===== src/rtl/spi_slave_pkg.sv =====
// Shared definitions for the SPI peripheral endpoint: FSM state encoding and
// the width helper used across the SPI code.
package spi_slave_pkg;

  typedef enum logic [1:0] {
    ST_IDLE  = 2'b00,
    ST_SHIFT = 2'b01,
    ST_HOLD  = 2'b10
  } spi_state_e;

  // Number of bits needed to count 0 .. value-1 (ceil(log2(value))).
  function automatic int clogb2(input int value);
    int v;
    int r;
    v = value - 1;
    r = 0;
    while (v > 0) begin
      r = r + 1;
      v = v >> 1;
    end
    return r;
  endfunction

endpackage


===== src/rtl/spi_slave_sync_edge.sv =====
// Synchronizer chain plus history flop for an asynchronous pin, with registered
// single-cycle rise/fall strobes aligned to the synchronized level output.
module sync_edge #(
  parameter int   STAGES  = 2,
  parameter logic RST_VAL = 1'b0
) (
  input  logic clk,
  input  logic rst,
  input  logic async_i,
  output logic level_o,
  output logic rise_o,
  output logic fall_o
);

  logic [STAGES-1:0] sync_q;
  logic              hist_q;
  logic              rise_q;
  logic              fall_q;

  // Level and strobes share one clock of latency past the chain, keeping pins mutually ordered.
  always_ff @(posedge clk or posedge rst) begin
    if (rst) begin
      sync_q <= {STAGES{RST_VAL}};
      hist_q <= RST_VAL;
      rise_q <= 1'b0;
      fall_q <= 1'b0;
    end else begin
      sync_q <= {sync_q[STAGES-2:0], async_i};
      hist_q <= sync_q[STAGES-1];
      rise_q <= sync_q[STAGES-1] & ~hist_q;
      fall_q <= ~sync_q[STAGES-1] & hist_q;
    end
  end

  assign level_o = hist_q;
  assign rise_o  = rise_q;
  assign fall_o  = fall_q;

endmodule


===== src/rtl/spi_slave.sv =====
// SPI peripheral endpoint (ss active-low, sclk idle low, MSB first): oversamples
// the pins in the clk domain, shifts a frame in on mosi and a buffered word out on miso.
module spi_slave
  import spi_slave_pkg::*;
#(
  parameter int BITS        = 8,
  parameter int SYNC_STAGES = 2
) (
  input  logic            clk,
  input  logic            rst,
  input  logic            sclk,
  input  logic            ss,
  input  logic            mosi,
  output logic            miso,
  input  logic [BITS-1:0] tx_data,
  input  logic            tx_load,
  output logic            tx_ready,
  output logic [BITS-1:0] rx_data,
  output logic            rx_valid,
  output logic            tx_underrun,
  output logic            frm_err,
  output logic            busy
);

  localparam int                 CNT_W    = clogb2(BITS + 1);
  localparam logic [CNT_W-1:0]   LAST_BIT = CNT_W'(BITS - 1);

  logic sck_rise_s;
  logic sck_fall_s;
  logic ss_rise_s;
  logic ss_fall_s;
  logic mosi_s;
  logic sclk_lvl_unused;
  logic ss_lvl_unused;
  logic [1:0] mosi_edge_unused;

  sync_edge #(.STAGES(SYNC_STAGES), .RST_VAL(1'b0)) u_sync_sclk (
    .clk     (clk),
    .rst     (rst),
    .async_i (sclk),
    .level_o (sclk_lvl_unused),
    .rise_o  (sck_rise_s),
    .fall_o  (sck_fall_s)
  );

  sync_edge #(.STAGES(SYNC_STAGES), .RST_VAL(1'b1)) u_sync_ss (
    .clk     (clk),
    .rst     (rst),
    .async_i (ss),
    .level_o (ss_lvl_unused),
    .rise_o  (ss_rise_s),
    .fall_o  (ss_fall_s)
  );

  sync_edge #(.STAGES(SYNC_STAGES), .RST_VAL(1'b0)) u_sync_mosi (
    .clk     (clk),
    .rst     (rst),
    .async_i (mosi),
    .level_o (mosi_s),
    .rise_o  (mosi_edge_unused[0]),
    .fall_o  (mosi_edge_unused[1])
  );

  spi_state_e        state_q;
  logic [BITS-1:0]   tx_buf_q;
  logic              tx_ready_q;
  logic [BITS-2:0]   shr_q;
  logic [BITS-2:0]   rx_sh_q;
  logic [CNT_W-1:0]  cnt_q;
  logic [BITS-1:0]   rx_data_q;
  logic              rx_valid_q;
  logic              tx_underrun_q;
  logic              frm_err_q;
  logic              miso_q;
  logic              busy_q;
  logic              frame_start_s;
  logic [BITS-1:0]   rx_next_s;

  assign frame_start_s = (state_q == ST_IDLE) && ss_fall_s;
  assign rx_next_s     = {rx_sh_q, mosi_s};

  // A load coinciding with frame start refills the buffer for the following frame.
  always_ff @(posedge clk or posedge rst) begin
    if (rst) begin
      tx_buf_q   <= '0;
      tx_ready_q <= 1'b1;
    end else if (tx_load && (tx_ready_q || frame_start_s)) begin
      tx_buf_q   <= tx_data;
      tx_ready_q <= 1'b0;
    end else if (frame_start_s) begin
      tx_ready_q <= 1'b1;
    end else begin
      tx_ready_q <= tx_ready_q;
    end
  end

  // Frame FSM; miso_q carries the current MSB, shr_q the bits still to send.
  always_ff @(posedge clk or posedge rst) begin
    if (rst) begin
      state_q       <= ST_IDLE;
      shr_q         <= '0;
      rx_sh_q       <= '0;
      cnt_q         <= '0;
      rx_data_q     <= '0;
      rx_valid_q    <= 1'b0;
      tx_underrun_q <= 1'b0;
      frm_err_q     <= 1'b0;
      miso_q        <= 1'b0;
      busy_q        <= 1'b0;
    end else begin
      rx_valid_q    <= 1'b0;
      tx_underrun_q <= 1'b0;
      frm_err_q     <= 1'b0;
      case (state_q)
        ST_IDLE: begin
          if (ss_fall_s) begin
            state_q <= ST_SHIFT;
            busy_q  <= 1'b1;
            cnt_q   <= '0;
            rx_sh_q <= '0;
            if (tx_ready_q) begin
              shr_q         <= '0;
              miso_q        <= 1'b0;
              tx_underrun_q <= 1'b1;
            end else begin
              shr_q  <= tx_buf_q[BITS-2:0];
              miso_q <= tx_buf_q[BITS-1];
            end
          end else begin
            miso_q <= 1'b0;
            busy_q <= 1'b0;
          end
        end
        ST_SHIFT: begin
          // ss_rise wins over a coincident sclk edge.
          if (ss_rise_s) begin
            state_q   <= ST_IDLE;
            busy_q    <= 1'b0;
            miso_q    <= 1'b0;
            frm_err_q <= 1'b1;
          end else if (sck_rise_s) begin
            rx_sh_q <= rx_next_s[BITS-2:0];
            cnt_q   <= cnt_q + CNT_W'(1);
            if (cnt_q == LAST_BIT) begin
              rx_data_q  <= rx_next_s;
              rx_valid_q <= 1'b1;
              state_q    <= ST_HOLD;
              miso_q     <= 1'b0;
            end else begin
              miso_q <= miso_q;
            end
          end else if (sck_fall_s) begin
            miso_q <= shr_q[BITS-2];
            shr_q  <= shr_q << 1;
          end else begin
            miso_q <= miso_q;
          end
        end
        ST_HOLD: begin
          miso_q <= 1'b0;
          if (ss_rise_s) begin
            state_q <= ST_IDLE;
            busy_q  <= 1'b0;
          end else begin
            busy_q <= 1'b1;
          end
        end
        default: begin
          state_q <= ST_IDLE;
          busy_q  <= 1'b0;
          miso_q  <= 1'b0;
        end
      endcase
    end
  end

  assign miso        = miso_q;
  assign tx_ready    = tx_ready_q;
  assign rx_data     = rx_data_q;
  assign rx_valid    = rx_valid_q;
  assign tx_underrun = tx_underrun_q;
  assign frm_err     = frm_err_q;
  assign busy        = busy_q;

endmodule


===== config.mk =====
export PLATFORM = sky130hd
export DESIGN_NAME = spi_slave
export DESIGN_NICKNAME = d
export VERILOG_FILES = /design/src/rtl/spi_slave_pkg.sv /design/src/rtl/spi_slave_sync_edge.sv /design/src/rtl/spi_slave.sv
export SDC_FILE = /design/constraint.sdc
export NUM_CORES = 1
export LEC_CHECK = 0
export ABC_AREA = 1
export BUFFER_PORTS_ARGS = -buffer_cell sky130_fd_sc_hd__buf_2
export CAP_MARGIN = 20
export CORE_UTILIZATION = 61
export CTS_CLUSTER_DIAMETER = 50
export DETAILED_ROUTE_END_ITERATION = 10
export GPL_TIMING_DRIVEN = 0
export PLACE_DENSITY = 0.86
export SETUP_SLACK_MARGIN = 0.05
export SKIP_CTS_REPAIR_TIMING = 1
export SLEW_MARGIN = 0
export SYNTH_ARGS = -nofsm -noshare
export SYNTH_HDL_FRONTEND = slang
export SYNTH_SLANG_ARGS = --single-unit

===== constraint.sdc =====
create_clock -name clk -period 2.7 [get_ports clk]
set_input_delay 0.54 -clock clk [delete_from_list [all_inputs] [get_ports clk]]
set_output_delay 0.54 -clock clk [all_outputs]
set_load 0.02 [all_outputs]

# After elaboration in Yosys (flattened, before gate mapping)
# Cells that the tools add are included.
# W data, S select, Z words.
[totals]
register_bits = 55
input_bits = 14
output_inout_bits = 14
word_cells = 99
[classes]
n_addsub = 1
eq_ne = 14
mux = 42
bitwise_logic = 9
reduce_logical = 11
[ops]
columns = ["op", "count"]
rows = [
  ["$mux W7", 8],
  ["$pmux W7 S2", 2],
  ["$mux W1", 20],
  ["$mux W4", 3],
  ["$reduce_and A4 Y1", 3],
  ["$mux W2", 5],
  ["$ne A2 B1 Y1 const B", 5],
  ["$pmux W4 S2", 1],
  ["$pmux W2 S3", 1],
  ["$not A1 Y1", 5],
  ["$reduce_and A5 Y1", 1],
  ["$add A4 B1 Y4 const B", 1],
  ["$and A1 B1 Y1", 4],
  ["$eq A4 B3 Y1 const B", 1],
  ["$ne A2 B2 Y1 const B", 2],
  ["$ne A4 B1 Y1 const B", 1],
  ["$ne A4 B3 Y1 const B", 1],
  ["$reduce_bool A2 Y1", 2],
  ["$ne A3 B1 Y1 const B", 1],
  ["$ne A3 B2 Y1 const B", 1],
  ["$pmux W1 S3", 1],
  ["$eq A2 B1 Y1 const B", 1],
  ["$eq A2 B2 Y1 const B", 1],
  ["$logic_and A1 B1 Y1", 2],
  ["4 further kinds", 4],
]

# Logic depth before layout (Yosys ltp)
# Gate-level depths: netlist (run 1).
[logic_depth]
depth_word = 5
mapped_depth = 8
ltp_nobuf = 7

# Cells and area by module
# From an unflattened synthesis (run 1), not the netlist that was laid out.
[hier_totals]
cells_unflattened = 256
hier_area_um2 = 2322.2
[by_module_without_submodules]
columns = ["mod", "instances", "cells_per_inst", "area_each_um2", "seq_area_each_um2"]
rows = [
  ["spi_slave", 1, 226, 1886.8, 1052.3],
  ["sync_edge (u_sync_mosi ...)", 2, 10, 143.9, 125.1],
  ["sync_edge (u_sync_ss)", 1, 10, 147.6, 128.9],
]

# Worst setup path before layout (run 1)
# No wires, ideal clock.
[synth_path]
path_kind = "input port to flip-flop"
start = "input port tx_load"
end = "register tx_buf_q[0]"
setup_ns = 0.117
arrival_time_ns = 1.110
required_ns = 2.583
setup_slack_ns = 1.473
path_stages = 4
n_path_buf = 1
cell_sequence = "clkbuf_1 > nand2_1 > nand2_1 > nand2_1"
[synth_via]
elab_chain_len = 1
[synth_lines]
columns = ["item", "line", "rtl"]
rows = [
  ["start, declared", "spi_slave.sv:16", "input logic tx_load,"],
  ["$logic_and A1 B1 Y1", "spi_slave.sv:87", "end else if (tx_load && (tx_ready_q || frame_start_s)) begin"],
  ["end signal, assigned", "spi_slave.sv:88", "tx_buf_q <= tx_data;"],
  ["end, declared", "spi_slave.sv:65", "logic [BITS-1:0] tx_buf_q;"],
]
# Every way passes these cells.
# A chain may end at the register's enable or synchronous reset.

# Final worst setup path (run 1)
[layout_path]
start = "register tx_ready_q (netlist: tx_ready)"
end = "output port tx_ready"
[layout_rtl]
columns = ["item", "line", "rtl"]
rows = [
  ["start, declared", "spi_slave.sv:66", "logic tx_ready_q;"],
  ["start signal, assigned", "spi_slave.sv:93", "tx_ready_q <= tx_ready_q;"],
  ["end, declared", "spi_slave.sv:17", "output logic tx_ready,"],
]
# No word-level cell between the ends.

==> results of run 1 <==
## cells in the final DEF, fill, tap and decap left out, drive strengths merged
cell,Yosys,final
buf,5,32
o21ai,12,12
o21a,1,1
nor3,1,1
dfrtp,51,51
a21oi,1,1
clkbuf,2,8
nor2,9,9
nand4,5,5
nand3,26,26
nand2,105,105
or2,2,2
clkinv,0,1
ha,1,1
bufinv,0,1
dfstp,4,4
inv,14,14
## logic make-up after synthesis
kind of cell             after synthesis
AND/OR/NAND/NOR                      148
flip-flops                            55
buffers and inverters                 21
AO/OA/AOI/OAI                         14
adder cells (fa/ha/maj)                1
## layout make-up
type / instances / area share
clock buffer: 6 / 0.0204
buffer: 7 / 0.0204
clock inverter: 2 / 0.0139
inverter: 14 / 0.0219
tap: 46 / 0.0229
multi-input combinational: 163 / 0.291
sequential: 55 / 0.550
timing repair buffer: 27 / 0.0597
## path summary, 6_finish.rpt
path                                            start               endpoint  slack (ps)  cells after the start
worst max-delay path                         tx_ready               tx_ready        1090                      1
worst min-delay path                              rst       u_sync_ss.fall_o         110                      2
worst max register to register             state_q[0]            tx_buf_q[7]        1290                      6
worst min register to register  u_sync_mosi.sync_q[0]  u_sync_mosi.sync_q[1]         360                      0
max in group asynchronous                         rst             rx_sh_q[6]        2080                      3
min in group clk                                   ss    u_sync_ss.sync_q[0]         260                      1
## registers in the layout, summed over array words and instances, names as in the netlist, 2 cells and up
register            flops
state_q                 2
rx_sh_q                 7
u_sync_mosi.sync_q      2
cnt_q                   4
u_sync_sclk.sync_q      2
shr_q                   7
tx_buf_q                8
rx_data                 8
u_sync_ss.sync_q        2
## metal layers
layer / wire length, um / GRT usage
met2: 1750 / 0.341
met4: 40 / 0.0610
met3: 128 / 0.0551
met1: 1770 / 0.289
met5: 0 / 0
## where the power goes
group | internal (mW) | switching, mW | leakage (nW) | total, mW
clock | 0.219 | 0.232 | 0.0482 | 0.451
combinational | 0.145 | 0.228 | 0.620 | 0.374
sequential | 0.960 | 0.0921 | 0.711 | 1.05
==> metrics.cfg, run 1 <==
[timing]
final.setup.worst_slack_ps=1090
relSlewSlack=0.719
tns_ps=0
tightest_slew_ps=421
clock-skew-final_ps=7.54
slew_violations=0
period_needed_ps=1610
rsz0062_at_grt=false
fin_hold_ws_ps=109
setup_viol=0
fin_crit_sh=0.598
max_freq_mhz=619
finalHoldViolations=0

[yosys]
synth_warnings=0
syn_inst=239
synth_edf_count=0
synth_common_cells=nand2_1 (101), dfrtp_1 (51), nand3_1 (26), inv_1 (11), o21ai_1 (10)
synthAdderAreaFrac=0.00564
synthMuxAreaShare=0
synth_top_family_by_area=simple AND/OR/NAND/NOR gates
synth_seq_area_share=0.622
yosys.area_share.simple=0.290
ys_ff_latch=55
synthTopCellsByArea=dfrtp_1 (57%), nand2_1 (17%), nand3_1 (5.9%), dfstp_2 (4.7%), o21ai_1 (2.3%)
syn-num-nets=254
synth_ff_type=dfrtp_1
synth.largest_area_cell=dfrtp_1
synth_top_cell_area_share=0.575
syn_area_per_cell_um2=9.29
synth_compound_area_frac=0.0344
syn-cell-area_um2=2220
ys_async_sr_fraction=1.00
synth_cell_types=23
synth.most_common_cell=nand2_1
synth_xor_area_frac=0

[finish]
stdcell_count=320
drive_above_1_share=0.208
finish.utilization=0.736
antenna_cells=0
finalInstanceArea_um2=2510
n_fill_cell=251
multi_input_area_um2=732
regArea_um2=1380
area_growth_pct=13.2
fin_nets=288

[critical_path]
worstPathArrival_ps=1070
path_buf_inv=1
crit_chain=buf_2
critPathLaunchType=flip-flop
slowest_delay_ps=560
cpMaxStageDelayCell=dfstp_2
path_max_fanout=2
crit_type=flip-flop to primary output
path_delay_family=flip-flops
worst_setup_path_end_kind=primary output
cp.required_ps=2160

[floorplan]
fp.dieH_um=62.3
core-area_um2=3420
dieArea_um2=3880
initial_core_util=0.650
rows=21
die_w_um=62.3
io_pins=28

[place]
dp_cells=312
pre_cts_ws_ps=1290
place_hpwl_mm=2.60
gp_congestion=0.828
portBuffers=26
postPlaceCellArea_um2=2430

[routing]
wl_per_cell_um=11.5
viasPerCell=5.14
routed_wl_mm=3.69
first_iter_violations=51
vias=1644
ant_nets=0
dr.pass1.iters=4
remaining_drc_errors=0

[clocking]
clk_pin_slew_worst_paths_ps=140
cts_max_level=2
clkSinkCount=55
cts_buffer_depth=2
numCtsBuffers=5
cts_tree=yes
clkLatencyLatePin_ps=360
ctsRootBufferMaster=clkbuf_4

[power_and_ir_drop]
p_leak_nw=1.38
p_total_mw=1.88
ir_worst_vdd_mv=0.502
p_per_area_nw_per_um2=747

[global_route]
grt_max_degree=42
grt_overflow=0
antenna_found_initial=0
grt_usage=0.212
grt_pass1_wl_mm=6.41
grt_pass1_vias=1479

[outcome]
status=complete, no violations

[worst_hold_path]
timing.hold.worst.class=input port to async pin

[job]
maxCapViolations=0

Note: power is estimated with default switching activity, not from simulation.
==> inputs of run 2 (changes only) <==
Settings changed: ABC_AREA 1 to 0, CORE_UTILIZATION 61 to 50, PLACE_DENSITY 0.86 to 0.76.
Clock period 2.7 ns to 1.4 ns, I/O delays scaled along.
==> run 2 against run 1 <==
The flow now finishes with violations (negative setup slack). Routed wire length grew 20%. Clock skew increased by 2.6 ps. Sequential share of layout area fell by 7.7 points. Via count decreased by 7.8%. Sequential power is 95% higher. Area after synthesis decreased by 3.0%. Global-route usage down 3.3 points. Final cell count decreased by 11%. Combinational power rose to 2.7 times the previous value. Total power is 110% higher. Clock power is 87% higher. Worst setup slack got worse by 1400 ps.
==> metrics.cfg, run 2 <==
[outcome]
status=complete, but fails checks
violations=negative setup slack

[finish]
drive_above_1_share=0.519  ; +0.311
antenna_cells=0  ; unchanged
multi_input_area_um2=960  ; +31%
n_fill_cell=254  ; +1.2%
final_common_cell=dfrtp_1
stdcell_count=285  ; -11%
final_cell_mix=dfrtp_1 (48), buf_2 (26), buf_4 (18), nand2_1 (17), mux2_4 (12)
fin_nets=249  ; -14%
regArea_um2=1390  ; +0.27%
finalInstanceArea_um2=2930  ; +17%
area_growth_pct=36.2

[yosys]
synth_warnings=0  ; unchanged
synth.most_common_cell=dfrtp_1
synthTopCellsByArea=dfrtp_1 (59%), mux2_2 (8.9%), dfstp_2 (4.9%), a21oi_1 (4.0%), nand2_1 (3.1%)
synth_compound_area_frac=0.0831  ; +0.0488
synth_common_cells=dfrtp_1 (51), nand2_1 (18), a21oi_1 (17), mux2_2 (17), nor2_1 (13)
yosys.area_share.simple=0.150  ; -0.140
synth_edf_count=0  ; unchanged
synth_cell_types=29  ; +26%
synth_xor_area_frac=0.00407  ; +0.00407
syn-cell-area_um2=2150  ; -3.0%
synthAdderAreaFrac=0.00581  ; +0.000177
syn_inst=177  ; -26%
synth.largest_area_cell=dfrtp_1
synth_top_cell_area_share=0.593  ; +0.0181
syn-num-nets=192  ; -24%
syn_area_per_cell_um2=12.2  ; +31%
ys_ff_latch=55  ; unchanged
synthMuxAreaShare=0.0890  ; +0.0890
ys_async_sr_fraction=1.00  ; unchanged
synth_ff_type=dfrtp_1
synth_top_family_by_area=simple AND/OR/NAND/NOR gates
synth_seq_area_share=0.642  ; +0.0195

[routing]
viasPerCell=5.32  ; +3.5%
wl_per_cell_um=15.6  ; +35%
routed_wl_mm=4.44  ; +20%
dr.pass1.iters=4  ; unchanged
first_iter_violations=102  ; +100%
ant_nets=0  ; unchanged
vias=1516  ; -7.8%
remaining_drc_errors=0  ; unchanged

[timing]
setup_viol=34  ; +34
tightest_slew_ps=602  ; +181 ps
rsz0062_at_grt=true
relSlewSlack=0.598  ; -0.122
max_freq_mhz=597
slew_violations=0  ; unchanged
finalHoldViolations=0  ; unchanged
fin_crit_sh=1.20
clock-skew-final_ps=10.1  ; +2.57 ps
final.setup.worst_slack_ps=-276  ; -1360 ps
period_needed_ps=1680

[global_route]
grt_overflow=0  ; unchanged
grt_pass1_vias=1259  ; -15%
grt_pass1_wl_mm=5.88  ; -8.3%
grt_max_degree=29  ; -31%
grt_usage=0.180  ; -0.0329
antenna_found_initial=0  ; unchanged

[clocking]
cts_buffer_depth=2  ; unchanged
ctsRootBufferMaster=clkbuf_8
clkSinkCount=55  ; unchanged
clk_pin_slew_worst_paths_ps=90  ; -50 ps
cts_max_level=2  ; unchanged
numCtsBuffers=5  ; unchanged
cts_tree=yes
clkLatencyLatePin_ps=310  ; -50 ps

[power_and_ir_drop]
p_per_area_nw_per_um2=1330  ; +78%
ir_worst_vdd_mv=0.640  ; +28%
p_leak_nw=1.40  ; +1.8%

[floorplan]
core-area_um2=4060  ; +19%
dieArea_um2=4570  ; +18%
initial_core_util=0.530  ; -0.119
fp.dieH_um=67.6  ; +8.5%
io_pins=28  ; unchanged
rows=23  ; +9.5%
die_w_um=67.6  ; +8.5%

[place]
place_hpwl_mm=2.35  ; -9.6%
dp_cells=255  ; -18%
portBuffers=27  ; +3.8%
gp_congestion=0.831  ; +0.35%
postPlaceCellArea_um2=2440  ; +0.57%

[critical_path]
worstPathArrival_ps=1860  ; +790 ps
crit_type=flip-flop to flip-flop
worst_setup_path_end_kind=flip-flop
critPathLaunchType=flip-flop
cp.required_ps=1580  ; -580 ps
path_max_fanout=10  ; +8

[worst_hold_path]
timing.hold.worst.class=input port to async pin

[job]
maxCapViolations=0  ; unchanged

==> run 2: area by class of cell <==
type | count | share of cell area
Buffer | 6 | 0.0184
Clock buffer | 7 | 0.0260
Clock inverter | 1 | 0.00171
Inverter | 3 | 0.00512
Multi-Input combinational cell | 112 | 0.327
Sequential cell | 55 | 0.472
Tap cell | 50 | 0.0213
Timing Repair Buffer | 51 | 0.128
==> run 2: power by group <==
| group | total [mW] | internal [mW] | switching [mW] |
|---|---|---|---|
| Combinational | 1.01 | 0.550 | 0.459 |
| Sequential | 2.05 | 1.85 | 0.193 |
| Clock | 0.842 | 0.352 | 0.489 |
==> run 2: routing by layer <==
| layer | part of all wire | wire (um) | GRT usage |
|---|---|---|---|
| met1 | 0.46 | 2040 | 0.248 |
| met2 | 0.49 | 2170 | 0.257 |
| met3 | 0.035 | 157 | 0.0659 |
| met4 | 0.016 | 70 | 0.0638 |
| met5 | 0 | 0 | 0 |
==> run 2: final timing paths <==
path | end | slack, ps | start | depth (start not counted)
max | cnt_q[1] | -280 | state_q[1] | 6
min | u_sync_mosi.sync_q[0] | 30 | rst | 2
max reg2reg | cnt_q[1] | -280 | state_q[1] | 6
min reg2reg | u_sync_mosi.sync_q[1] | 350 | u_sync_mosi.sync_q[0] | 0
max in group asynchronous | tx_ready | 790 | rst | 3
min in group clk | u_sync_ss.sync_q[0] | 60 | ss | 1
==> run 2: critical path, stage by stage, from the launching register on <==
cell,delay [ps]
dfrtp_1,400
buf_6,130
or3b_4,420
and2_4,200
clkbuf_4,180
nand2_1,100
o21ai_0,110
==> run 2: kinds of logic (layout without fill, tap and decap cells) <==
| kind of cell | after synthesis | in the layout |
|---|---|---|
| fa+ha+maj | 1 | 1 |
| compound gates | 33 | 33 |
| xor+xnor | 1 | 1 |
| simple gates | 59 | 60 |
| mux | 17 | 17 |
| flops | 55 | 55 |
| buf+inv | 11 | 68 |
==> run 2: per-stage QoR <==
step                utilization  power, mW  setup WS [ps]  TNS, ps  hold WS (ps)
floorplan                     -       2.50           -183    -1960           284
global placement          0.597       2.64           -321    -6530           332
detailed placement        0.602       2.68           -353    -7350           335
CTS                       0.622       3.52           -368    -8110          41.3
global route              0.722       4.10           -299    -6060          38.5
finish                    0.722       3.90           -276    -4240          25.2
==> inputs of run 3 (changes only) <==
Settings changed: CORE_UTILIZATION 50 to 51, PLACE_DENSITY 0.76 to 0.77, SYNTH_HIERARCHICAL set to 1.
==> run 3 against run 2 <==
The run still ends with negative setup slack left. Total power increased by 9.5%. Area after synthesis increased by 8.1%. Die area increased by 5.8%. Routed wire length increased by 1.8%. Non-clock buffer count unchanged. Clock power increased by 45%. Register-to-register slack improved by 190 ps. Largest cell class unchanged.
==> metrics.cfg, run 3 <==
[outcome]
status=complete, but fails checks
violations=negative setup slack

[floorplan]
die_w_um=69.5  ; +2.9%
rows=24  ; +4.3%
core-area_um2=4350  ; +7.3%
io_pins=28  ; unchanged
initial_core_util=0.534  ; +0.00382
dieArea_um2=4840  ; +5.8%
fp.dieH_um=69.5  ; +2.9%

[timing]
tns_ps=-1380  ; +2860 ps
max_freq_mhz=674  ; +13%
slew_violations=0  ; unchanged
period_needed_ps=1480  ; -193 ps
setup_viol=32  ; -5.9%
fin_hold_ws_ps=62.5  ; +37.4 ps
fin_crit_sh=1.06  ; -0.138
clock-skew-final_ps=4.07  ; -6.04 ps
tightest_slew_ps=890  ; +288 ps
finalHoldViolations=0  ; unchanged
rsz0062_at_grt=true
relSlewSlack=0.406  ; -0.192
final.setup.worst_slack_ps=-82.9  ; +193 ps

[place]
place_hpwl_mm=2.48  ; +5.5%
postPlaceCellArea_um2=2590  ; +6.3%
portBuffers=27  ; unchanged
gp_congestion=0.753  ; -9.4%

[critical_path]
slowest_delay_ps=410  ; about the same
crit_chain=ha_2, and4b_1, buf_8, nand2_8, mux2_4
path_delay_family=flip-flops
path_buf_inv=1  ; -1
reg2reg_depth=5  ; -1
critPathLaunchType=flip-flop
crit_type=flip-flop to flip-flop
cp.required_ps=1600  ; +20 ps
crit-reg2reg-launch=cnt_q[0]
timing.rr.end=rx_data[0]
path_max_fanout=6  ; -4
worst_setup_path_end_kind=flip-flop
worstPathArrival_ps=1680  ; -180 ps
ff2ff_setup_slack_ps=-80  ; +190 ps
cpMaxStageDelayCell=dfrtp_1

[global_route]
grt_max_degree=43  ; +48%
grt_overflow=0  ; unchanged
grt_usage=0.166  ; -0.0135
grt_pass1_vias=1336  ; +6.1%
antenna_found_initial=0  ; unchanged
grt_pass1_wl_mm=6.29  ; +7.0%

[finish]
area_growth_pct=30.5
antenna_cells=0  ; unchanged
drive_above_1_share=0.448  ; -0.0715
fin_nets=253  ; +1.6%
finalInstanceArea_um2=3040  ; +3.5%
final_common_cell=dfrtp_1
finish.utilization=0.697  ; -0.0254
final_cell_mix=dfrtp_1 (49), buf_2 (30), mux2i_1 (19), inv_1 (17), buf_4 (15)

[clocking]
clk_pin_slew_worst_paths_ps=90  ; about the same
ctsRootBufferMaster=clkbuf_8
cts_max_level=2  ; unchanged
clkSinkCount=55  ; unchanged
clkLatencyLatePin_ps=300  ; about the same
cts_buffer_depth=2  ; unchanged
cts_tree=yes
numCtsBuffers=5  ; unchanged

[routing]
dr.pass1.iters=4  ; unchanged
viasPerCell=5.17  ; -2.8%
first_iter_violations=38  ; -63%
routed_wl_mm=4.52  ; +1.8%
remaining_drc_errors=0  ; unchanged
vias=1505  ; -0.73%
wl_per_cell_um=15.5  ; -0.30%
ant_nets=0  ; unchanged

[power_and_ir_drop]
p_total_mw=4.27  ; +9.5%
p_leak_nw=1.49  ; +5.9%
p_per_area_nw_per_um2=1410  ; +5.7%
ir_worst_vdd_mv=0.813  ; +27%

[yosys]
syn-cell-area_um2=2330  ; +8.1%
syn_area_per_cell_um2=12.9  ; +5.7%
syn_inst=181  ; +2.3%
syn-num-nets=196  ; +2.1%
synth_warnings=6  ; +6

[job]
maxCapViolations=0  ; unchanged

[worst_hold_path]
whs_path_depth=1
hold_end=u_sync_ss/sync_q[0]
timing.hold.worst.class=input port to flip-flop
worstHoldStart=ss

-- run 3: cell count changes in the layout (fill, tap and decap cells not counted), sizes merged, moves of 5 or more --
cell and change:
nor2b +6, nor2 -9, nor3b -5, mux2i +19
inv +16, nand2 -9, a21oi -11, o21ai -8
-- run 3: worst max-delay path by stage --
stage / start / end / slack [ps] / depth (start not counted)
final: cnt_q[0] / rx_data[0] / -80 / 5
after global routing: cnt_q[1] / rx_data[6] / -140 / 5
after CTS: u_sync_ss/rise_o / shr_q[0] / -170 / 3
after detailed placement: u_sync_ss/rise_o / shr_q[0] / -150 / 3
after global placement: rst / tx_buf_q[3] / -490 / 2
after floorplan: state_q[0] / shr_q[1] / 0.4 / 5
-- run 3: layer usage --
metal,vias up,global-route usage,share of wire
met5,-,0,0
li1,714,-,-
met4,0,0.0680,0.016
met1,749,0.241,0.47
met2,33,0.241,0.48
met3,9,0.0392,0.038
-- run 3: layout make-up --
class | count | area (um^2)
buffer | 8 | 81.3
clock buffer | 6 | 72.6
clock inverter | 2 | 60.1
fill | 295 | 1320
inverter | 18 | 67.6
multi-input combinational | 101 | 965
sequential | 55 | 1380
tap | 52 | 65.1
timing repair buffer | 49 | 340
-- run 3: metrics by stage --
step / std cells / setup WS [ps]
after floorplan: 181 / 0.400
after global placement: 260 / -491
after detailed placement: 260 / -150
after CTS: 268 / -172
after global routing: 291 / -139
final: 291 / -82.9
-- run 3: report_power, final --
part | internal (mW) | switching, mW
combinational | 0.580 | 0.438
clock | 0.715 | 0.502
sequential | 1.87 | 0.168
